===== src/rtl/ov7670_pixel_capture_if.sv =====
// Camera parallel bus, capture enable and frame-buffer write port of the OV7670 capture block.
interface ov7670_pixel_capture_if #(
  parameter int ADDR_W = 17
);
  logic              enable;
  logic              cam_pclk;
  logic              cam_vsync;
  logic              cam_href;
  logic [7:0]        cam_data;
  logic              we;
  logic [ADDR_W-1:0] waddr;
  logic [15:0]       wdata;
  logic              frame_done;
  logic [7:0]        frame_cnt;
  logic              busy;
  logic              line_err;

  // master: camera/configuration side; slave: the capture block
  modport master (
    output enable, cam_pclk, cam_vsync, cam_href, cam_data,
    input  we, waddr, wdata, frame_done, frame_cnt, busy, line_err
  );
  modport slave (
    input  enable, cam_pclk, cam_vsync, cam_href, cam_data,
    output we, waddr, wdata, frame_done, frame_cnt, busy, line_err
  );
endinterface


===== src/rtl/ov7670_pixel_capture.sv =====
// Oversamples the OV7670 parallel bus in the system clock domain, pairs bytes into RGB565
// pixels and issues frame-buffer writes with linear addresses (optional 2:1 decimation).
module ov7670_pixel_capture #(
  parameter int H_PIX     = 640,
  parameter int V_PIX     = 480,
  parameter int DOWNSCALE = 1,
  parameter int ADDR_W    = 17
) (
  input  logic                  clk,
  input  logic                  reset,
  ov7670_pixel_capture_if.slave bus
);
  localparam int H_OUT = H_PIX >> DOWNSCALE;
  localparam int X_W   = $clog2(H_PIX + 1);
  localparam int Y_W   = $clog2(V_PIX + 1);
  localparam int B_W   = $clog2(2 * H_PIX + 2);
  localparam logic [X_W-1:0] X_MAX  = X_W'(H_PIX);
  localparam logic [Y_W-1:0] Y_MAX  = Y_W'(V_PIX);
  localparam logic [B_W-1:0] B_LINE = B_W'(2 * H_PIX);
  localparam logic [B_W-1:0] B_MAX  = B_W'(2 * H_PIX + 1);

  localparam logic [1:0] S_WAIT_CFG   = 2'd0;
  localparam logic [1:0] S_WAIT_FRAME = 2'd1;
  localparam logic [1:0] S_CAPTURE    = 2'd2;

  logic [2:0]      pclk_sync_q, pclk_sync_d;
  logic [2:0]      vsync_sync_q, vsync_sync_d;
  logic [2:0]      href_sync_q, href_sync_d;
  logic [2:0][7:0] data_sync_q, data_sync_d;
  logic            pclk_rise_q, pclk_rise_d;
  logic            vsync_rise_q, vsync_rise_d;
  logic            vsync_fall_q, vsync_fall_d;
  logic            href_fall_q, href_fall_d;

  logic [1:0]        state_q, state_d;
  logic [X_W-1:0]    x_q, x_d;
  logic [Y_W-1:0]    y_q, y_d;
  logic [B_W-1:0]    bcnt_q, bcnt_d;
  logic              phase_q, phase_d;
  logic [7:0]        hi_q, hi_d;
  logic              we_q, we_d;
  logic [ADDR_W-1:0] waddr_q, waddr_d;
  logic [15:0]       wdata_q, wdata_d;
  logic              frame_done_q, frame_done_d;
  logic [7:0]        frame_cnt_q, frame_cnt_d;
  logic              busy_q, busy_d;
  logic              line_err_q, line_err_d;

  logic       vsync_lvl, href_lvl;
  logic [7:0] byte_lvl;
  logic       in_range, keep_px;

  // Stage 2 of each chain is the current sample, stage 3 the previous one; the edge strobes
  // are registered, so stage 3 levels line up with them.
  always_comb begin
    pclk_sync_d  = {pclk_sync_q[1:0], bus.cam_pclk};
    vsync_sync_d = {vsync_sync_q[1:0], bus.cam_vsync};
    href_sync_d  = {href_sync_q[1:0], bus.cam_href};
    data_sync_d  = {data_sync_q[1:0], bus.cam_data};
    pclk_rise_d  = pclk_sync_q[1] & ~pclk_sync_q[2];
    vsync_rise_d = vsync_sync_q[1] & ~vsync_sync_q[2];
    vsync_fall_d = ~vsync_sync_q[1] & vsync_sync_q[2];
    href_fall_d  = ~href_sync_q[1] & href_sync_q[2];
  end

  assign vsync_lvl = vsync_sync_q[2];
  assign href_lvl  = href_sync_q[2];
  assign byte_lvl  = data_sync_q[2];

  always_comb begin
    state_d      = state_q;
    x_d          = x_q;
    y_d          = y_q;
    bcnt_d       = bcnt_q;
    phase_d      = phase_q;
    hi_d         = hi_q;
    we_d         = 1'b0;
    waddr_d      = waddr_q;
    wdata_d      = wdata_q;
    frame_done_d = 1'b0;
    frame_cnt_d  = frame_cnt_q;
    line_err_d   = line_err_q;
    in_range     = (x_q < X_MAX) && (y_q < Y_MAX);
    keep_px      = (DOWNSCALE == 0) || (!x_q[0] && !y_q[0]);

    if (!bus.enable) begin
      state_d = S_WAIT_CFG;
    end else begin
      case (state_q)
        S_WAIT_CFG: state_d = S_WAIT_FRAME;
        S_WAIT_FRAME: begin
          if (vsync_fall_q) begin
            state_d = S_CAPTURE;
            x_d     = '0;
            y_d     = '0;
            bcnt_d  = '0;
            phase_d = 1'b0;
          end
        end
        S_CAPTURE: begin
          if (vsync_rise_q) begin
            state_d      = S_WAIT_FRAME;
            frame_done_d = 1'b1;
            frame_cnt_d  = frame_cnt_q + 8'd1;
          end else if (href_fall_q && !vsync_lvl) begin
            if (x_q != '0 && y_q != Y_MAX) y_d = y_q + Y_W'(1);
            if (bcnt_q != B_LINE) line_err_d = 1'b1;
            x_d     = '0;
            bcnt_d  = '0;
            phase_d = 1'b0;
          end else if (pclk_rise_q && href_lvl && !vsync_lvl) begin
            if (bcnt_q != B_MAX) bcnt_d = bcnt_q + B_W'(1);
            if (!phase_q) begin
              hi_d    = byte_lvl;
              phase_d = 1'b1;
            end else begin
              phase_d = 1'b0;
              if (!in_range) begin
                line_err_d = 1'b1;
              end else if (keep_px) begin
                we_d    = 1'b1;
                wdata_d = {hi_q, byte_lvl};
                waddr_d = ADDR_W'(y_q >> DOWNSCALE) * ADDR_W'(H_OUT) + ADDR_W'(x_q >> DOWNSCALE);
              end
              if (x_q != X_MAX) x_d = x_q + X_W'(1);
            end
          end
        end
        default: state_d = S_WAIT_CFG;
      endcase
    end
    busy_d = (state_d == S_CAPTURE);
  end

  always_ff @(posedge clk) begin
    if (!reset) begin
      pclk_sync_q  <= '0;
      vsync_sync_q <= '0;
      href_sync_q  <= '0;
      data_sync_q  <= '0;
      pclk_rise_q  <= 1'b0;
      vsync_rise_q <= 1'b0;
      vsync_fall_q <= 1'b0;
      href_fall_q  <= 1'b0;
      state_q      <= S_WAIT_CFG;
      x_q          <= '0;
      y_q          <= '0;
      bcnt_q       <= '0;
      phase_q      <= 1'b0;
      hi_q         <= '0;
      we_q         <= 1'b0;
      waddr_q      <= '0;
      wdata_q      <= '0;
      frame_done_q <= 1'b0;
      frame_cnt_q  <= '0;
      busy_q       <= 1'b0;
      line_err_q   <= 1'b0;
    end else begin
      pclk_sync_q  <= pclk_sync_d;
      vsync_sync_q <= vsync_sync_d;
      href_sync_q  <= href_sync_d;
      data_sync_q  <= data_sync_d;
      pclk_rise_q  <= pclk_rise_d;
      vsync_rise_q <= vsync_rise_d;
      vsync_fall_q <= vsync_fall_d;
      href_fall_q  <= href_fall_d;
      state_q      <= state_d;
      x_q          <= x_d;
      y_q          <= y_d;
      bcnt_q       <= bcnt_d;
      phase_q      <= phase_d;
      hi_q         <= hi_d;
      we_q         <= we_d;
      waddr_q      <= waddr_d;
      wdata_q      <= wdata_d;
      frame_done_q <= frame_done_d;
      frame_cnt_q  <= frame_cnt_d;
      busy_q       <= busy_d;
      line_err_q   <= line_err_d;
    end
  end

  assign bus.we         = we_q;
  assign bus.waddr      = waddr_q;
  assign bus.wdata      = wdata_q;
  assign bus.frame_done = frame_done_q;
  assign bus.frame_cnt  = frame_cnt_q;
  assign bus.busy       = busy_q;
  assign bus.line_err   = line_err_q;
endmodule

===== src/flat_wrapper.sv =====
// flat-port wrapper written by rule: the top's interface ports become plain ports
module ov7670_pixel_capture_flat 
#(
  parameter int H_PIX     = 640,
  parameter int V_PIX     = 480,
  parameter int DOWNSCALE = 1,
  parameter int ADDR_W    = 17
)
  (clk, reset, bus_enable, bus_cam_pclk, bus_cam_vsync, bus_cam_href, bus_cam_data, bus_we, bus_waddr, bus_wdata, bus_frame_done, bus_frame_cnt, bus_busy, bus_line_err);
  ov7670_pixel_capture_if #(.ADDR_W(ADDR_W)) bus_i ();
  input  logic clk;
  input  logic reset;
  input wire logic [$bits(bus_i.enable)-1:0] bus_enable;
  input wire logic [$bits(bus_i.cam_pclk)-1:0] bus_cam_pclk;
  input wire logic [$bits(bus_i.cam_vsync)-1:0] bus_cam_vsync;
  input wire logic [$bits(bus_i.cam_href)-1:0] bus_cam_href;
  input wire logic [$bits(bus_i.cam_data)-1:0] bus_cam_data;
  output wire logic [$bits(bus_i.we)-1:0] bus_we;
  output wire logic [$bits(bus_i.waddr)-1:0] bus_waddr;
  output wire logic [$bits(bus_i.wdata)-1:0] bus_wdata;
  output wire logic [$bits(bus_i.frame_done)-1:0] bus_frame_done;
  output wire logic [$bits(bus_i.frame_cnt)-1:0] bus_frame_cnt;
  output wire logic [$bits(bus_i.busy)-1:0] bus_busy;
  output wire logic [$bits(bus_i.line_err)-1:0] bus_line_err;
  assign bus_i.enable = bus_enable;
  assign bus_i.cam_pclk = bus_cam_pclk;
  assign bus_i.cam_vsync = bus_cam_vsync;
  assign bus_i.cam_href = bus_cam_href;
  assign bus_i.cam_data = bus_cam_data;
  assign bus_we = bus_i.we;
  assign bus_waddr = bus_i.waddr;
  assign bus_wdata = bus_i.wdata;
  assign bus_frame_done = bus_i.frame_done;
  assign bus_frame_cnt = bus_i.frame_cnt;
  assign bus_busy = bus_i.busy;
  assign bus_line_err = bus_i.line_err;
  ov7670_pixel_capture #(.H_PIX(H_PIX), .V_PIX(V_PIX), .DOWNSCALE(DOWNSCALE), .ADDR_W(ADDR_W)) u_core (.clk(clk), .reset(reset), .bus(bus_i));
endmodule

===== config.mk =====
export PLATFORM = sky130hd
export DESIGN_NAME = ov7670_pixel_capture_flat
export DESIGN_NICKNAME = d
export VERILOG_FILES = /design/src/rtl/ov7670_pixel_capture_if.sv /design/src/rtl/ov7670_pixel_capture.sv /design/src/flat_wrapper.sv
export SDC_FILE = /design/constraint.sdc
export NUM_CORES = 1
export LEC_CHECK = 0
export ABC_CLOCK_PERIOD_IN_PS = 3400
export CORE_MARGIN = 2
export CORE_UTILIZATION = 42
export CTS_CLUSTER_SIZE = 28
export DETAILED_ROUTE_END_ITERATION = 16
export DONT_BUFFER_PORTS = 1
export PLACE_DENSITY = 0.65
export RECOVER_POWER = 50
export SETUP_SLACK_MARGIN = 0.05
export SLEW_MARGIN = 20
export SYNTH_ARGS = -nofsm -noshare
export SYNTH_HDL_FRONTEND = slang
export SYNTH_SLANG_ARGS = --single-unit

===== constraint.sdc =====
create_clock -name clk -period 3.4 [get_ports clk]
set_input_delay 0.85 -clock clk [delete_from_list [all_inputs] [get_ports clk]]
set_output_delay 0.85 -clock clk [all_outputs]
set_load 0.03 [all_outputs]

# Yosys cells after proc, flatten, opt, wreduce, memory -nomap -nowiden
# Index checks and enable logic that the tools add are counted.
[classes] n_reduce_logical=24 add_sub_neg=5 n_mul=1 bitwise=16 muxes=35 n_eq_ne=17 magnitude_cmp=2
[op_table] cell="10-bit 2-to-1 mux" count=6
[op_table] cell="11-bit 2-to-1 mux" count=5
[op_table] cell="9-bit 2-to-1 mux" count=4
[op_table] cell="11-bit != test, second input constant" count=2
[op_table] cell="11-bit case mux with 2 select lines" count=1
[op_table] cell="10-bit case mux with 2 select lines" count=1
[op_table] cell="9-bit case mux with 2 select lines" count=1
[op_table] cell="6-bit AND reduction" count=3
[op_table] cell="17-bit by 9-bit adder with 17-bit output" count=1
[op_table] cell="7-bit AND reduction" count=2
[op_table] cell="1-bit 2-to-1 mux" count=12
[op_table] cell="3-bit by 1-bit != test with 1-bit output, second input constant" count=4
[op_table] cell="1-bit inverter" count=12
[op_table] cell="11-bit by 1-bit adder with 11-bit output, second input constant" count=1
[op_table] cell="8-bit by 3-bit multiplier with 11-bit output, second input constant" count=1
[op_table] cell="10-bit by 1-bit adder with 10-bit output, second input constant" count=1
[op_table] cell="10-bit < comparator, second input constant" count=1
[op_table] cell="10-bit != test, second input constant" count=1
[op_table] cell="10-bit nonzero test" count=1
[op_table] cell="9-bit by 1-bit adder with 9-bit output, second input constant" count=1
[op_table] cell="9-bit < comparator, second input constant" count=1
[op_table] cell="9-bit != test, second input constant" count=1
[op_table] cell="8-bit by 1-bit adder with 8-bit output, second input constant" count=1
[op_table] cell="8-bit AND reduction" count=1
[op_table] cell="15 further kinds" count=35
[word_totals] word_cells=123 input_bits=14 output_inout_bits=45 ff_bits=123

# Longest topological paths before layout
# Gate-level depths: netlist of run 1.
[depth] word_depth=7 depth_mapped=9 depth_no_buf=9

# Worst setup path after synthesis of run 1
# No wires, ideal clock.
[synth_timing] path_type="register to register" from="register u_core.y_q[4]" to="register u_core.waddr_q[15] (netlist: u_core.bus.waddr[15])" t_arrival_ns=2.894 required_ns=3.309 setup_ns=0.091 setup_slack_ns=0.415 path_buffers=0 path_stages_with_launch=9 synth_period_minus_slack_ns=2.985 cell_sequence="dfxtp_1 > ha_1 > ha_1 > inv_1 > fa_1 > nor4b_2 > or4b_4 > or4_1 > a311oi_1"
[synth_via] elab_chain_len=3 word_cells_on_any_way=5 classes_between="add/sub (1); mul (1); order compare (1); reduce/logical (2)"
[synth_lines] element="start: declaration" line="ov7670_pixel_capture.sv:37" rtl="logic [Y_W-1:0] y_q, y_d;"
[synth_lines] element="start signal: assignment" line="ov7670_pixel_capture.sv:169" rtl="y_q <= y_d;"
[synth_lines] element="parallel branches: the longest is 3 deep, another holds 17-bit by 9-bit adder with 17-bit output"
[synth_lines] element="end signal: assignment" line="ov7670_pixel_capture.sv:174" rtl="waddr_q <= waddr_d;"
[synth_lines] element="end: declaration" line="ov7670_pixel_capture.sv:42" rtl="logic [ADDR_W-1:0] waddr_q, waddr_d;"
# Several ways; the timed one is not identified.
# A chain may end at the register's enable or synchronous reset.

# Worst setup path after layout of run 1
[layout_timing] from="register u_core.y_q[2]" to="register u_core.waddr_q[15] (netlist: u_core.bus.waddr[15])"
# Same word-level chain as after synthesis.

==> qor.txt, run 1 <==
status: completed
most common cell after layout, fill and taps aside: dfxtp_1
first drt pass iteration count: 4
GRT met1 Usage: 21.75%
Worst path slowest cell: or4b_4
TritonCTS clock tree: yes
largest net degree at the start of global routing: 50
max_slew headroom: 34.90%
layer with the highest usage: met2
VDD IR-drop max: 0.0002946 V
row cnt: 41
async set-or-reset flop fraction in the synthesized netlist: 0%
Synth Area in XOR/XNOR: 3.389%
CP endpoint kind: flop
Yosys warnings: 0
power density over the cells: 539.5 nW/um^2
Required @ worst endpoint: 3720 ps
Hold Path Class: reg2reg
Synth cell types: 61
layout net count: 651
met3 usage: 6.008%
EDFF count, synth: 0
Antenna Nets Post-Route: 0
Post-Syn Nets: 652
DR iter-0 viols: 199
initial core utilization: 43.00%
Pins Over Slew Limit: 0
CTS buffer count: 17
number of diodes: 0
Final setup viols: 0
leak pwr: 2.272 nW
vias in the first global route: 4,155
antenna violations before repair: 0
worst slew pin tran: 976.4 ps
Max Fclk: 318.1 MHz
post-route setup TNS: 0 ps
Synth Area in Adders: 6.963%
cell family with most CP delay: simple AND/OR/NAND/NOR gates
MaxCap Viol Count: 0
slowest cell delay on critical path: 520 ps
H-tree depth: 4
Seq/Total Area, Yosys: 45.38%
crit path cell chain: ha_1, ha_1, inv_1, fa_1, nor4b_2, or4b_4, or4_1, a311oi_1
Clock Sinks: 123
GP Congestion: 0.8494
share of layout cells above drive strength 1: 8.052%
clock skew: 8.069 ps
final WL: 11.65 mm
Worst EP arrival: 3470 ps
DR WL/cell: 14.69 microns
mean post-synth cell area: 8.910 sq um
GRT met2 Usage: 28.63%
Synth Area in Simple Gates: 24.33%
CP Class: reg2reg
die height: 117.7 microns
Main synth FF type: dfxtp_1
Remaining DRCs: 0
crit path buf inv count: 1
Layout area overhead: 14.30%
mux cell area share after synthesis: 1.660%
post-synthesis cell area: 5426 sq um
cell mode on critical path: ha_1
Mapped Cells: 609
R2R Setup Slk: 260 ps
compound-gate portion of the synthesized area: 14.69%
Remaining Overflow, GRT: 0
GRT Total Usage: 17.51%
hpwl dp: 7.894 mm
Longest Clk Path Bufs: 2
crit path launch type: flop
Yosys reg bits: 123
routed vias: 4,198
largest family of logic cells by synthesized area: simple AND/OR/NAND/NOR gates
RSZ-0062 raised after global routing: no
clock tree root driver cell: clkbuf_16
Post-CTS Setup Inserts: 0
Die W: 117.7 microns
Die ar.: 13,850 sq um
Hold Vio Cnt, Final: 0
Worst-Skew Late Latency: 420 ps
most frequent cells in the layout: dfxtp_1 (123), nand2_1 (73), a21oi_1 (54), nor2_1 (43), ha_1 (27)
DR vias/cell: 5.294
fin crit share: 92.46%
IO Port Bufs: 0
post-route minimum period: 3144 ps
Post-CTS Hold Buffers: 0
# resized after CTS: 0
core area: 12,620 sq um
PnR Total Power: 0.003346 W
CP max FO: 6
Worst-path clk slew: 50 ps
IO Pins: 59
first-pass GRT wire length: 19.80 mm
## flip-flops by register name, indices dropped and copies added, names as in the netlist
signal and cells:
u_core.phase_q 1, u_core.bus.frame_cnt 8, u_core.data_sync_d 16, u_core.bus.frame_done 1, u_core.vsync_sync_q 3, u_core.bus.wdata 16
u_core.href_fall_q 1, u_core.state_q 2, u_core.vsync_fall_q 1, u_core.x_q 10, u_core.hi_q 8, u_core.bus.we 1
u_core.bus.line_err 1, u_core.byte_lvl 8, u_core.y_q 9, u_core.href_sync_q 3, u_core.bus.waddr 17, u_core.bcnt_q 11
u_core.pclk_sync_q 3, u_core.bus.busy 1, u_core.vsync_rise_q 1, u_core.pclk_rise_q 1
## worst reg2reg max path: stages (launching register included)
cell,delay [ps]
dfxtp_1,440
ha_1,280
ha_1,230
inv_1,80
fa_1,470
nor4b_2,360
or4b_4,520
or4_1,410
a311oi_1,260
## layout make-up
class	count	area, sq um
well taps	172	215.2
repair buffers	6	45.04
fillers	1217	6417
inverters	24	90.09
multi-input cells	436	2778
clock inverters	12	145.1
clock buffers	20	466.7
flip-flops and latches	123	2462
## path summary, 6_finish.rpt
| check | to | cells past startpoint | startpoint |
|---|---|---|---|
| setup / recovery | u_core.bus.waddr[15] | 8 | u_core.y_q[2] |
| hold / removal | u_core.pclk_rise_q | 1 | u_core.pclk_sync_q[2] |
| setup reg to reg | u_core.bus.waddr[15] | 8 | u_core.y_q[2] |
| hold reg to reg | u_core.pclk_rise_q | 1 | u_core.pclk_sync_q[2] |
## through the flow
stage	setup slack, ps	utilization (%)	std cells	instance area, sq um	hold slack (ps)
4_1_cts	249.6	49.15	793	6202	379.6
3_5_place_dp	288.4	44.30	761	5590	372.3
3_3_place_gp	382.0	44.30	761	5590	376.6
5_1_grt	72.10	49.15	793	6202	381.9
6_report	256.2	49.15	793	6202	379.0
2_1_floorplan	415.2	-	609	5426	367.4
## routing by layer
| metal | part of all wire, % | up-vias |
|---|---|---|
| li1 | - | 2139 |
| met3 | 5.1 | 9 |
| met1 | 46 | 1960 |
| met5 | 0 | - |
| met4 | 1.0 | 0 |
| met2 | 48 | 90 |
## kinds of logic (layout without fill, tap and decap cells)
| kind of cell | count (synthesis) | count (layout) |
|---|---|---|
| xor gates and xnor gates | 21 | 21 |
| and+or+nand+nor | 252 | 252 |
| adders and majority gates | 29 | 29 |
| muxes | 9 | 9 |
| DFF | 123 | 123 |
| buffers and inverters | 50 | 62 |
| AOI/OAI and AO/OA | 125 | 125 |
## synth_stat cells (11+ instances only)
library cell	n	share of area (%)
ha_1	27	6.2
or3_1	12	1.4
nand4_1	17	2.0
and2_1	38	4.4
nand2_1	73	5.0
or4_1	11	1.5
dfxtp_1	123	45
o21ai_0	22	2.0
a21oi_1	54	5.0
inv_1	23	1.6
xnor2_1	11	1.8
clkbuf_1	22	1.5
nor2_1	43	3.0
## power breakdown
part	switching, W	internal, W	leakage, nW
clock network	0.000631	0.00120	0.305
registers	0.00000635	0.00146	0.996
logic	0.0000312	0.0000147	0.970
Note: power is estimated with default switching activity, not from simulation.
==> inputs of run 2 (changes only) <==
Settings changed: ABC_AREA set to 0, CORE_MARGIN 2 to 3, CORE_UTILIZATION 42 to 45, PLACE_DENSITY 0.65 to 0.69.
==> qor.txt, run 2 (synthesis results as in run 1) <==
Die ar.: 13,410 sq um
row cnt: 39
crit path launch type: flop
Hold Vio Cnt, Final: 0
FF-to-FF Start: u_core.y_q[2]
final WL: 11.51 mm
routed vias: 4,276
DR vias/cell: 5.597
pre-CTS setup slack: 320.4 ps
Die W: 115.8 microns
Worst EP arrival: 3420 ps
RSZ-0062 raised after global routing: no
CTS buffer count: 17
number of diodes: 0
worst flop-to-flop path endpoint: u_core.bus.waddr[15]
layout net count: 651
most common cell after layout, fill and taps aside: dfxtp_1
status: completed
Longest Clk Path Bufs: 2
share of layout cells above drive strength 1: 7.729%
initial core utilization: 46.72%
DR WL/cell: 15.07 microns
worst slew pin tran: 878.9 ps
core area: 11,610 sq um
H-tree depth: 4
max FFs per register: 17
final worst setup slack: 303.5 ps
antenna violations before repair: 0
hold_sp: u_core.pclk_sync_q[2]
post-route setup TNS: 0 ps
IO Port Bufs: 0
most frequent cells in the layout: dfxtp_1 (123), nand2_1 (73), a21oi_1 (54), nor2_1 (43), and2_1 (29)
MaxCap Viol Count: 0
GP Congestion: 0.8778
fin crit share: 91.07%
Worst-Skew Late Latency: 410 ps
CP Class: reg2reg
TritonCTS clock tree: yes
Post-CTS Setup Inserts: 0
CP max FO: 6
hpwl dp: 7.874 mm
Max Fclk: 323.0 MHz
VDD IR-drop max: 0.0004338 V
Remaining Overflow, GRT: 0
vias in the first global route: 4,202
IO Pins: 59
first drt pass iteration count: 4
power density over the cells: 555.4 nW/um^2
Hold Path Class: reg2reg
Filler Cell Count: 1,063
CP endpoint kind: flop
Required @ worst endpoint: 3720 ps
GRT Total Usage: 18.03%
Pins Over Slew Limit: 0
Worst-path clk slew: 50 ps
max_slew headroom: 41.40%
clock skew: 7.884 ps
DR iter-0 viols: 273
R2R Setup Slk: 300 ps
leak pwr: 2.286 nW
# resized after CTS: 0
Post-CTS Hold Buffers: 0
clock tree root driver cell: clkbuf_16
die height: 115.8 microns
first-pass GRT wire length: 19.27 mm
worst hold path depth: 1
largest net degree at the start of global routing: 50
Clock Sinks: 123
R2R cell count: 8
Layout area overhead: 14.27%
Final setup viols: 0
hold endpoint: u_core.pclk_rise_q
Antenna Nets Post-Route: 0
post-route minimum period: 3096 ps
Remaining DRCs: 0
run 2: cell types whose count changed in the layout (fill, tap and decap cells not counted), sizes merged:
| cell | before | now |
|---|---|---|
| clkbuf | 20 | 23 |
| bufinv | 3 | 4 |
| inv | 23 | 24 |
| clkinv | 9 | 4 |
run 2: worst max-delay path, stage by stage, from the launching register on:
cell and delay, ps:
dfxtp_1 430, ha_1 280, ha_1 230, inv_1 70, fa_1 470, nor4b_2 360
or4b_4 520, or4_1 400, a311oi_1 250
run 2: area by class of cell:
class / count / area (sq um) / share of cell area [%]
multi-input cells: 436 / 2778 / 44.79
flip-flops and latches: 123 / 2462 / 39.71
repair buffers: 6 / 45.04 / 0.7264
inverters: 24 / 90.09 / 1.453
clock buffers: 23 / 488.0 / 7.869
well taps: 143 / 178.9 / 2.885
clock inverters: 9 / 158.9 / 2.563
run 2: power breakdown:
| group | internal, W | switching (W) | leakage [nW] |
|---|---|---|---|
| sequential | 0.00146 | 0.00000608 | 0.996 |
| clock | 0.00131 | 0.000625 | 0.314 |
| combinational | 0.0000149 | 0.0000306 | 0.975 |
| total | 0.00278 | 0.000662 | 2.29 |
run 2: through the flow:
step | instance area [sq um] | hold WS (ps) | utilization, % | total power [W] | cells
after CTS | 6201 | 382.1 | 53.39 | 0.003477 | 764
final | 6201 | 378.4 | 53.39 | 0.003444 | 764
after global placement | 5554 | 374.9 | 47.82 | 0.001540 | 732
after floorplan | 5426 | 367.4 | - | 0.001535 | 609
after global routing | 6201 | 417.0 | 53.39 | 0.003541 | 764
after detailed placement | 5554 | 377.6 | 47.82 | 0.001542 | 732
run 2: worst max path at each step:
stage	start	endpoint	slack, ps
finish	u_core.y_q[2]	u_core.bus.waddr[15]	300
global route	u_core.y_q[2]	u_core.bus.waddr[15]	110
CTS	u_core.y_q[2]	u_core.bus.waddr[15]	300
detailed placement	u_core.y_q[2]	u_core.bus.waddr[15]	320
global placement	u_core.y_q[2]	u_core.bus.waddr[15]	390
floorplan	u_core.y_q[4]	u_core.bus.waddr[15]	420
run 2: routing by layer:
metal,up-vias,track usage (%),part of all wire [%]
li1,2149,-,-
met5,-,0,0
met3,20,5.326,4.7
met1,2008,22.02,45
met2,99,29.19,48
met4,0,8.585,1.9
==> inputs of run 3 (changes only) <==
Settings changed: PLACE_DENSITY 0.69 to 0.71.
==> qor.txt, run 3 (synthesis results as in run 1) <==
status: completed
IO Port Bufs: 0
Layout area overhead: 12.20%
max FFs per register: 17
Clk network pwr share: 51.2%
FF-to-FF Start: u_core.y_q[2]
clock skew: 12.85 ps
most frequent cells in the layout: dfxtp_1 (123), nand2_1 (73), a21oi_1 (54), nor2_1 (43), and2_1 (28)
Antenna Nets Post-Route: 0
crit path capture: u_core.bus.waddr[15]
CP max FO: 6
CTS buffer count: 17
Die W: 115.8 microns
Clock Sinks: 123
initial core utilization: 46.72%
Final setup viols: 0
Die ar.: 13,410 sq um
Combinational Power Share: 1.5%
final WL: 11.26 mm
core area: 11,610 sq um
Post-CTS Setup Inserts: 0
Hold Path Class: reg2reg
Filler Cell Count: 1,047
layout net count: 651
worst slew pin tran: 931.2 ps
TritonCTS clock tree: yes
post-route minimum period: 3124 ps
VDD IR-drop max: 0.0003079 V
sw power: 0.0006240 W
CP Class: reg2reg
CP endpoint kind: flop
power density over the cells: 509.1 nW/um^2
Worst EP arrival: 3440 ps
most common cell after layout, fill and taps aside: dfxtp_1
R2R Setup Slk: 280 ps
IO Pins: 59
die height: 115.8 microns
DR WL/cell: 14.75 microns
first-pass GRT wire length: 18.87 mm
RSZ-0062 raised after global routing: no
MaxCap Viol Count: 0
vias in the first global route: 4,087
row cnt: 39
Hold Vio Cnt, Final: 0
max_slew headroom: 37.92%
post-route setup TNS: 0 ps
cell area after layout: 6088 sq um
Required @ worst endpoint: 3710 ps
number of diodes: 0
Critical path origin: u_core.y_q[2]
worst flop-to-flop path endpoint: u_core.bus.waddr[15]
hpwl dp: 7.786 mm
DR vias/cell: 5.602
Max Fclk: 320.1 MHz
# resized after CTS: 0
leak pwr: 2.230 nW
Worst-path clk slew: 50 ps
area post-placement: 5554 sq um
Pins Over Slew Limit: 0
GP Congestion: 0.8475
Remaining DRCs: 0
Worst-Skew Late Latency: 410 ps
fin crit share: 91.87%
Post-CTS Hold Buffers: 0
sequential cell fraction of total power: 47.3%
pre-CTS setup slack: 312.5 ps
Sw Share: 20.13%
final worst setup slack: 276.4 ps
routed vias: 4,274
Longest Clk Path Bufs: 2
first drt pass iteration count: 6
share of layout cells above drive strength 1: 7.258%
Remaining Overflow, GRT: 0
largest net degree at the start of global routing: 52
PnR Total Power: 0.003100 W
clock tree root driver cell: clkbuf_16
GRT Total Usage: 17.58%
H-tree depth: 4
antenna violations before repair: 0
R2R cell count: 8
Pint: 0.002476 W
crit path launch type: flop
DR iter-0 viols: 234
[run 3: worst max-delay path: stages, from the launching register on]
cell and delay, ps:
dfxtp_1 430, ha_1 280, ha_1 240, inv_1 70, fa_1 480, nor4b_2 360, or4b_4 520, or4_1 400
a311oi_1 250
[run 3: stage by stage]
step	std cells	hold slack, ps	utilization (%)
floorplan	609	367.4	-
global placement	732	375.0	47.82
detailed placement	732	373.8	47.82
CTS	763	384.5	52.42
global route	763	402.6	52.42
finish	763	380.4	52.42
[run 3: worst min path at each step]
stage / from / to / slack [ps] / cells past startpoint
final: u_core.pclk_sync_q[2] / u_core.pclk_rise_q / 380 / 1
after detailed placement: u_core.pclk_sync_q[2] / u_core.pclk_rise_q / 370 / 1
after global routing: u_core.pclk_sync_q[2] / u_core.pclk_rise_q / 400 / 1
after CTS: u_core.pclk_sync_q[2] / u_core.pclk_rise_q / 380 / 1
after global placement: u_core.pclk_sync_q[2] / u_core.pclk_rise_q / 380 / 1
after floorplan: u_core.pclk_sync_q[2] / u_core.pclk_rise_q / 370 / 1
[run 3: layer usage]
layer | up-vias | share of wire (%) | track usage [%]
li1 | 2140 | - | -
met1 | 2027 | 46 | 22.07
met2 | 96 | 48 | 28.23
met3 | 11 | 4.4 | 5.274
met4 | 0 | 1.1 | 7.270
met5 | - | 0 | 0
[run 3: power by group through the flow]
stage          clock network (W)  logic [W]  registers [W]
6_report                 0.00159  0.0000455        0.00147
5_1_grt                  0.00170  0.0000512        0.00147
4_1_cts                  0.00162  0.0000460        0.00147
3_5_place_dp                   0  0.0000459        0.00150
3_3_place_gp                   0  0.0000441        0.00150
2_1_floorplan                  0  0.0000409        0.00149
[run 3: layout make-up]
class                   instances  area [sq um]  area share (%)
clock buffers                  25         495.5           8.138
clock inverters                 6         38.79          0.6371
inverters                      24         90.09           1.480
multi-input cells             436          2778           45.62
flip-flops and latches        123          2462           40.44
well taps                     143         178.9           2.939
repair buffers                  6         45.04          0.7398
